$ cat config.mk
export PLATFORM = sky130hd
export DESIGN_NAME = barrett_reduce_pipe
export DESIGN_NICKNAME = d
export VERILOG_FILES = /design/src/rtl/barrett_pkg.sv /design/src/rtl/barrett_mod_correct.sv /design/src/rtl/barrett_reduce_pipe.sv
export SDC_FILE = /design/constraint.sdc
export NUM_CORES = 1
export LEC_CHECK = 0
export ABC_CLOCK_PERIOD_IN_PS = 12100
export CORE_AREA = 2 2 117 119
export DETAILED_ROUTE_END_ITERATION = 10
export DIE_AREA = 0 0 119 121
export PLACE_DENSITY = 0.85
export SLEW_MARGIN = 15
export SYNTH_ARGS = -nofsm -noshare
export SYNTH_HDL_FRONTEND = slang
export SYNTH_HIERARCHICAL = 1
export SYNTH_SLANG_ARGS = --single-unit
$ cat constraint.sdc
create_clock -name clk -period 12.1 [get_ports clk]
set_clock_uncertainty 0.2 [all_clocks]
set_input_delay 1.21 -clock clk [delete_from_list [all_inputs] [get_ports clk]]
set_output_delay 1.21 -clock clk [all_outputs]
set_load 0.005 [all_outputs]
$ cat src/rtl/barrett_pkg.sv
// Shared helpers for the Barrett reducer family.
// Width derivation and Barrett constant generation from the modulus.
package barrett_pkg;

  localparam int TAG_W_DEF = 8;

  function automatic int calc_qw(input int q);
    return $clog2(q);
  endfunction

  function automatic int calc_in_w(input int qw);
    return 2 * qw - 1;
  endfunction

  // floor(2^(2*qw) / q)
  function automatic longint unsigned calc_mu(input int q, input int qw);
    longint unsigned num;
    num = 64'd1 << (2 * qw);
    return num / 64'(q);
  endfunction

endpackage

$ cat src/rtl/barrett_mod_correct.sv
// Final Barrett correction: folds a remainder known to be below 3Q into [0, Q-1].
module barrett_mod_correct import barrett_pkg::*; #(
  parameter int Q  = 2213,
  parameter int QW = calc_qw(Q)
) (
  input  logic [QW+1:0] r_i,
  output logic [QW-1:0] r_o
);

  localparam logic [QW+1:0] Q1 = (QW+2)'(Q);
  localparam logic [QW+1:0] Q2 = (QW+2)'(2 * Q);

  always_comb begin
    if (r_i >= Q2) begin
      r_o = QW'(r_i - Q2);
    end else if (r_i >= Q1) begin
      r_o = QW'(r_i - Q1);
    end else begin
      r_o = QW'(r_i);
    end
  end

endmodule

$ cat src/rtl/barrett_reduce_pipe.sv
// Three-stage pipelined Barrett reducer (dout = din mod Q) with valid/ready
// backpressure and an opaque sideband tag carried alongside each beat.
module barrett_reduce_pipe import barrett_pkg::*; #(
  parameter int Q     = 2213,
  parameter int QW    = calc_qw(Q),
  parameter int IN_W  = calc_in_w(QW),
  parameter int TAG_W = TAG_W_DEF
) (
  input  logic             clk,
  input  logic             rst,
  input  logic             in_valid,
  output logic             in_ready,
  input  logic [IN_W-1:0]  din,
  input  logic [TAG_W-1:0] in_tag,
  output logic             out_valid,
  input  logic             out_ready,
  output logic [QW-1:0]    dout,
  output logic [TAG_W-1:0] out_tag
);

  localparam int PW = IN_W + 1;
  localparam int TW = PW - QW;
  localparam int XW = PW + QW;
  localparam logic [QW:0]   MU  = (QW+1)'(calc_mu(Q, QW));
  localparam logic [XW-1:0] Q_X = XW'(Q);

  if (IN_W > 2 * QW || (Q % 2) == 0 || Q < 3) begin : g_param_err
    $error("barrett_reduce_pipe: illegal parameters Q=%0d QW=%0d IN_W=%0d", Q, QW, IN_W);
  end

  typedef struct packed {
    logic [QW+1:0]    data;
    logic [TAG_W-1:0] tag;
  } s2_pay_t;

  logic                 en;
  logic [IN_W-QW-1:0]   q1;
  logic [TW-1:0]        t;
  logic [QW-1:0]        corr;

  logic                 vld_p1_q, vld_p1_d;
  logic [PW-1:0]        prod_p1_q, prod_p1_d;
  logic [IN_W-1:0]      din_p1_q, din_p1_d;
  logic [TAG_W-1:0]     tag_p1_q, tag_p1_d;
  logic                 vld_p2_q, vld_p2_d;
  s2_pay_t              pay_p2_q, pay_p2_d;
  logic                 vld_p3_q, vld_p3_d;
  logic [QW-1:0]        dout_p3_q, dout_p3_d;
  logic [TAG_W-1:0]     tag_p3_q, tag_p3_d;

  always_comb begin
    en = !vld_p3_q || out_ready;
    q1 = (IN_W-QW)'(din >> QW);
    t  = TW'(prod_p1_q >> QW);

    vld_p1_d  = vld_p1_q;
    prod_p1_d = prod_p1_q;
    din_p1_d  = din_p1_q;
    tag_p1_d  = tag_p1_q;
    vld_p2_d  = vld_p2_q;
    pay_p2_d  = pay_p2_q;
    vld_p3_d  = vld_p3_q;
    dout_p3_d = dout_p3_q;
    tag_p3_d  = tag_p3_q;

    if (en) begin
      // S1: quotient estimate product, full width
      vld_p1_d  = in_valid;
      prod_p1_d = PW'(q1) * PW'(MU);
      din_p1_d  = din;
      tag_p1_d  = in_tag;
      // S2: remainder estimate; true value is below 3Q so QW+2 bits suffice
      vld_p2_d      = vld_p1_q;
      pay_p2_d.data = (QW+2)'(XW'(din_p1_q) - XW'(t) * Q_X);
      pay_p2_d.tag  = tag_p1_q;
      // S3: final correction into [0, Q-1]
      vld_p3_d  = vld_p2_q;
      dout_p3_d = corr;
      tag_p3_d  = pay_p2_q.tag;
    end
  end

  barrett_mod_correct #(.Q(Q), .QW(QW)) u_corr (
    .r_i (pay_p2_q.data),
    .r_o (corr)
  );

  always_ff @(posedge clk or posedge rst) begin
    if (rst) begin
      vld_p1_q  <= 1'b0;
      vld_p2_q  <= 1'b0;
      vld_p3_q  <= 1'b0;
      dout_p3_q <= '0;
      tag_p3_q  <= '0;
    end else begin
      vld_p1_q  <= vld_p1_d;
      vld_p2_q  <= vld_p2_d;
      vld_p3_q  <= vld_p3_d;
      dout_p3_q <= dout_p3_d;
      tag_p3_q  <= tag_p3_d;
    end
  end

  // Internal data stages are qualified by their valids and need no reset.
  always_ff @(posedge clk) begin
    prod_p1_q <= prod_p1_d;
    din_p1_q  <= din_p1_d;
    tag_p1_q  <= tag_p1_d;
    pay_p2_q  <= pay_p2_d;
  end

  assign in_ready  = en;
  assign out_valid = vld_p3_q;
  assign dout      = dout_p3_q;
  assign out_tag   = tag_p3_q;

endmodule

After elaboration in Yosys (flattened, before gate mapping)

Index checks and enable logic that the tools add are counted.

Bits of input ports: 35
Output and inout bits: 22
Flip-flop bits (word level): 91
Logic and storage cells: 21

Reductions and logical operators: 2
Multiplexer cells: 2
Order comparisons: 2
$mul: 2
Add/subtract/negate cells: 3

Operator list:

| cell                   | count |
|---|---|
| $mul 11x13->24 const B | 1 |
| $mux 12                | 2 |
| $ge 14x12->1 const B   | 1 |
| $ge 14x13->1 const B   | 1 |
| $mul 12x12->14 const B | 1 |
| $sub 14x14->14         | 1 |
| $sub 12x12->12 const B | 1 |
| $sub 12x9->12 const B  | 1 |
| $logic_not 1->1        | 1 |
| $logic_or 1x1->1       | 1 |

Depth between registers and ports, before layout

Word-level depth: 3
Depth in mapped cells: 19
Depth with buffers taken out: 19

Hierarchy

The synthesis kept the hierarchy.

By module, submodules not included:

| module              | seq. area each (um^2) | area each (um^2) | cells an instance | instances |
|---|---|---|---|---|
| barrett_reduce_pipe | 2257.2                | 7143.1           | 618               | 1 |
| barrett_mod_correct | 0.0                   | 681.9            | 88                | 1 |

Worst setup path after synthesis

No wires, ideal clock.

Path kind: input -> register
Start: input din[17]
End: register prod_p1_q[17] (data pin)
Buffers on the path: 0
Required time: 11.635 ns
Library setup time: 0.265 ns
Arrival: 5.333 ns
Path slack: 6.302 ns
Stages on the path: 19
Cells stage by stage: inv_1 -> fa_1 -> inv_1 -> ha_1 -> inv_1 -> fa_1 -> inv_1 -> fa_1 -> inv_1 -> fa_1 -> inv_1 -> ha_1 -> o21ai_0 -> o21bai_1 -> a31o_2 -> a41o_1 -> a21oi_1 -> o21ai_0 -> xor2_1

Cells in the longest elaborated chain, start to end: 1

Ends and longest elaborated chain:

| item                 | RTL line                   | RTL |
|---|---|---|
| from (decl)          | barrett_reduce_pipe.sv:13  | `input logic [IN_W-1:0] din,` |
| $mul 11x13->24       | barrett_reduce_pipe.sv:69  | `prod_p1_d = PW'(q1) * PW'(MU);` |
| to (signal assigned) | barrett_reduce_pipe.sv:106 | `prod_p1_q <= prod_p1_d;` |
| to (decl)            | barrett_reduce_pipe.sv:42  | `logic [PW-1:0] prod_p1_q, prod_p1_d;` |

No other way between the ends.
A chain may end at the register's enable or synchronous reset.

Worst setup path in the final report

Start: input din[17]
End: register prod_p1_q[21] (data pin)

The elaborated chain is that of the path after synthesis.

==> flow_summary.ini <==
[outcome]
outcome = completed

[clock_tree]
hold_buffers = 0
cts_resized = 0
path_clk_slew_ns = 0.07
clockBufferDepth = 2
cts_num_sinks = 79
h-tree-depth = 3
clk_latency_ns = 0.34
numCtsBuffers = 9
cts_setup_buffers = 0
cts_tree = built
cts_root_buffer = clkbuf_16

[synthesis]
ys.flop_type = edfxtp_1
netlist_area_um2 = 7825
ys_warn_count = 6
ys_types = 60
seq_area_frac_synth_pct = 28.85
syn_nets = 945
synthCells = 706
ys_async_sr_fraction_pct = 29.11
synth_edf_count = 56
syn_avg_cell_area_um2 = 11.08
synth-seq-cells = 79

[final_layout]
layout-drive-gt1-share_pct = 7.124
antennaDiodeCount = 0
multi_input_area_um2 = 4878
syn_to_final_growth_pct = 13.75
fin_area_um2 = 8901
nFillCells = 957
finalNetCount = 1006
ff_latch_area_um2 = 2257

[timing]
rsz0062_at_grt = false
setup_viol = 0
hold_viol_final = 0
min_period_ns = 6.402
setup_tns_ns = 0
finalCritPeriodShare_pct = 52.91
max_freq_ghz = 0.1562
slew_headroom_pct = 36.03
slew_viol_final = 0
worstMarginPinSlew_ns = 0.9596

[routing]
wirelength_um = 15080
vias = 5090
antenna_left = 0
drt_first_iter_violations = 318
viasPerCell = 5.369
drc = 0
drt_first_pass_iters = 5
wl_per_cell_um = 15.91

[setup_path]
path_delay_family = adder cells
worst_ep_arrival_time_ns = 6.29
crit_chain = clkdlybuf4s50_1, inv_1, fa_1, inv_1, ha_1, inv_1, fa_1, inv_1, fa_1, inv_1, fa_1, inv_1, ha_1, o21ai_0, o21bai_1, a31o_2, a41o_1, a21oi_1, o21ai_0, xor2_1
worst-endpoint-required_ns = 11.98
crit_type = input port to flop
setup.worst_path.end_class = flop
worst-path-max-fanout = 4
slowest_stage = fa_1
cp_num_buf_inv = 7
worst_path_largest_cell_delay_ns = 0.54
crit_top_cell = inv_1
cp-start-kind = input port

[placed_design]
io_buffers = 56
dpl_cell_area_um2 = 8584
gp_congestion = 0.9484
dp_hpwl_um = 12500

[grt]
antenna_found_initial = 0
grt_overflow = 0
grt_usage_pct = 22.37
grt_pass1_vias = 5493
grt_first_pass_wirelength_um = 25210
grt_max_degree = 81

[die]
num_rows = 42
dieWidth_um = 119
die_h_um = 121
dieArea_um2 = 14400
fp.coreArea_um2 = 13090
io_pins = 57
start_util_pct = 59.80

[job]
drv_cap = 0

[worst_hold_path]
hold_path.class = flop to flop
==> worst register-to-register path: cells and delay by family, from the launching register on <==
kind | cells | cell delay, ns
XOR/XNOR | 1 | 0.14
flip-flops | 1 | 0.50
adder cells (fa/ha/maj) | 6 | 2.49
AO/OA/AOI/OAI | 4 | 0.85
AND/OR/NAND/NOR | 1 | 0.23
buffers and inverters | 3 | 0.16
==> through the flow <==
step | util [%] | worst slack, ns | hold slack [ns] | cells
5_1_grt | 68.02 | 5.492 | 0.2343 | 948
3_3_place_gp | 65.61 | 5.530 | 0.2010 | 932
3_5_place_dp | 65.61 | 5.357 | 0.2061 | 932
2_1_floorplan | - | 6.302 | 0.2003 | 706
6_report | 68.02 | 5.698 | 0.2239 | 948
4_1_cts | 68.02 | 5.731 | 0.2223 | 948
==> final cells by class <==
cell class              count  share of cell area (%)
clock inverters             7                   1.026
well taps                 176                   2.474
repair buffers             57                   6.382
clock buffers               9                   2.530
multi-input cells         444                   54.81
inverters                 176                   7.422
flip-flops and latches     79                   25.36
==> synth_stat cells, drive strengths merged (2+ instances only) <==
master	instances	area, um^2
a31o	2	17.52
dfrtp	23	575.6
a21o	11	82.58
nand2	18	67.56
xnor2	33	289.0
a41o	2	20.02
or3	4	30.03
o21ai	19	98.85
inv	176	660.6
nand2b	4	25.02
a31oi	7	58.81
mux2	22	247.7
and2	2	12.51
buf	2	16.26
fa	74	1481
a21boi	2	15.02
ha	130	1627
o31ai	2	15.01
nor3	4	20.02
a21oi	27	138.9
o221ai	2	23.77
nand3	7	35.03
or2b	2	15.01
o32ai	2	25.03
mux2i	3	30.03
xor2	15	131.4
a211oi	5	42.54
nor2	20	77.58
nor2b	4	25.02
nand4	2	12.51
clkbuf	5	20.01
edfxtp	56	1682
and3	4	25.02
==> kinds of logic after synthesis <==
group | synth area share, %
mux | 3.550
compound gates | 8.443
fa+ha+maj | 39.72
buf+inv | 8.906
xor+xnor | 5.373
simple gates | 5.164
flops | 28.85
==> layout by cell type, fill, tap and decap left out, drive strengths merged, types with 2 or more instances in the layout <==
| cell type | instances |
|---|---|
| nor3 | 4 |
| edfxtp | 56 |
| or3 | 4 |
| a31o | 2 |
| and3 | 4 |
| inv | 178 |
| xor2 | 15 |
| nand4 | 2 |
| nand3 | 7 |
| a21o | 11 |
| a41o | 2 |
| nor2 | 20 |
| a21oi | 27 |
| xnor2 | 33 |
| mux2 | 22 |
| a31oi | 7 |
| a21boi | 2 |
| nand2b | 4 |
| or2b | 2 |
| clkbuf | 9 |
| o31ai | 2 |
| o21ai | 19 |
| dfrtp | 23 |
| clkdlybuf4s50 | 56 |
| nor2b | 4 |
| ha | 130 |
| mux2i | 3 |
| fa | 74 |
| o221ai | 2 |
| and2 | 2 |
| nand2 | 18 |
| o32ai | 2 |
| a211oi | 5 |
| clkinv | 3 |
==> metal layers <==
metal | global-route usage [%] | up-vias | wire (um)
li1 | - | 2447 | -
met1 | 23.06 | 2429 | 5749
met2 | 44.15 | 168 | 8275
met3 | 3.336 | 46 | 532
met4 | 10.27 | 0 | 520
met5 | 0 | - | 0
==> registers in the layout, summed over array words and instances, names as in the netlist <==
| signal | count |
|---|---|
| pay_p2_q | 22 |
| prod_p1_q | 14 |
| din_p1_q | 12 |
| dout | 12 |
| out_tag | 8 |
| tag_p1_q | 8 |
| out_valid | 1 |
| vld_p1_q | 1 |
| vld_p2_q | 1 |
==> worst paths after layout <==
| kind | start | endpoint | slack [ns] | depth (start not counted) |
|---|---|---|---|---|
| hold / removal | tag_p1_q[3] | pay_p2_q[3] | 0.22 | 0 |
| hold reg to reg | tag_p1_q[3] | pay_p2_q[3] | 0.22 | 0 |
| setup reg to reg | prod_p1_q[18] | pay_p2_q[21] | 7.30 | 15 |
| max in group asynchronous | rst | vld_p1_q | 10.03 | 2 |
| min in group asynchronous | rst | out_tag[3] | 1.14 | 2 |
| setup / recovery | din[17] | prod_p1_q[21] | 5.70 | 20 |
Power is not shown: default switching activity piles up to over one toggle a cycle in this logic, so the estimate is an artifact.
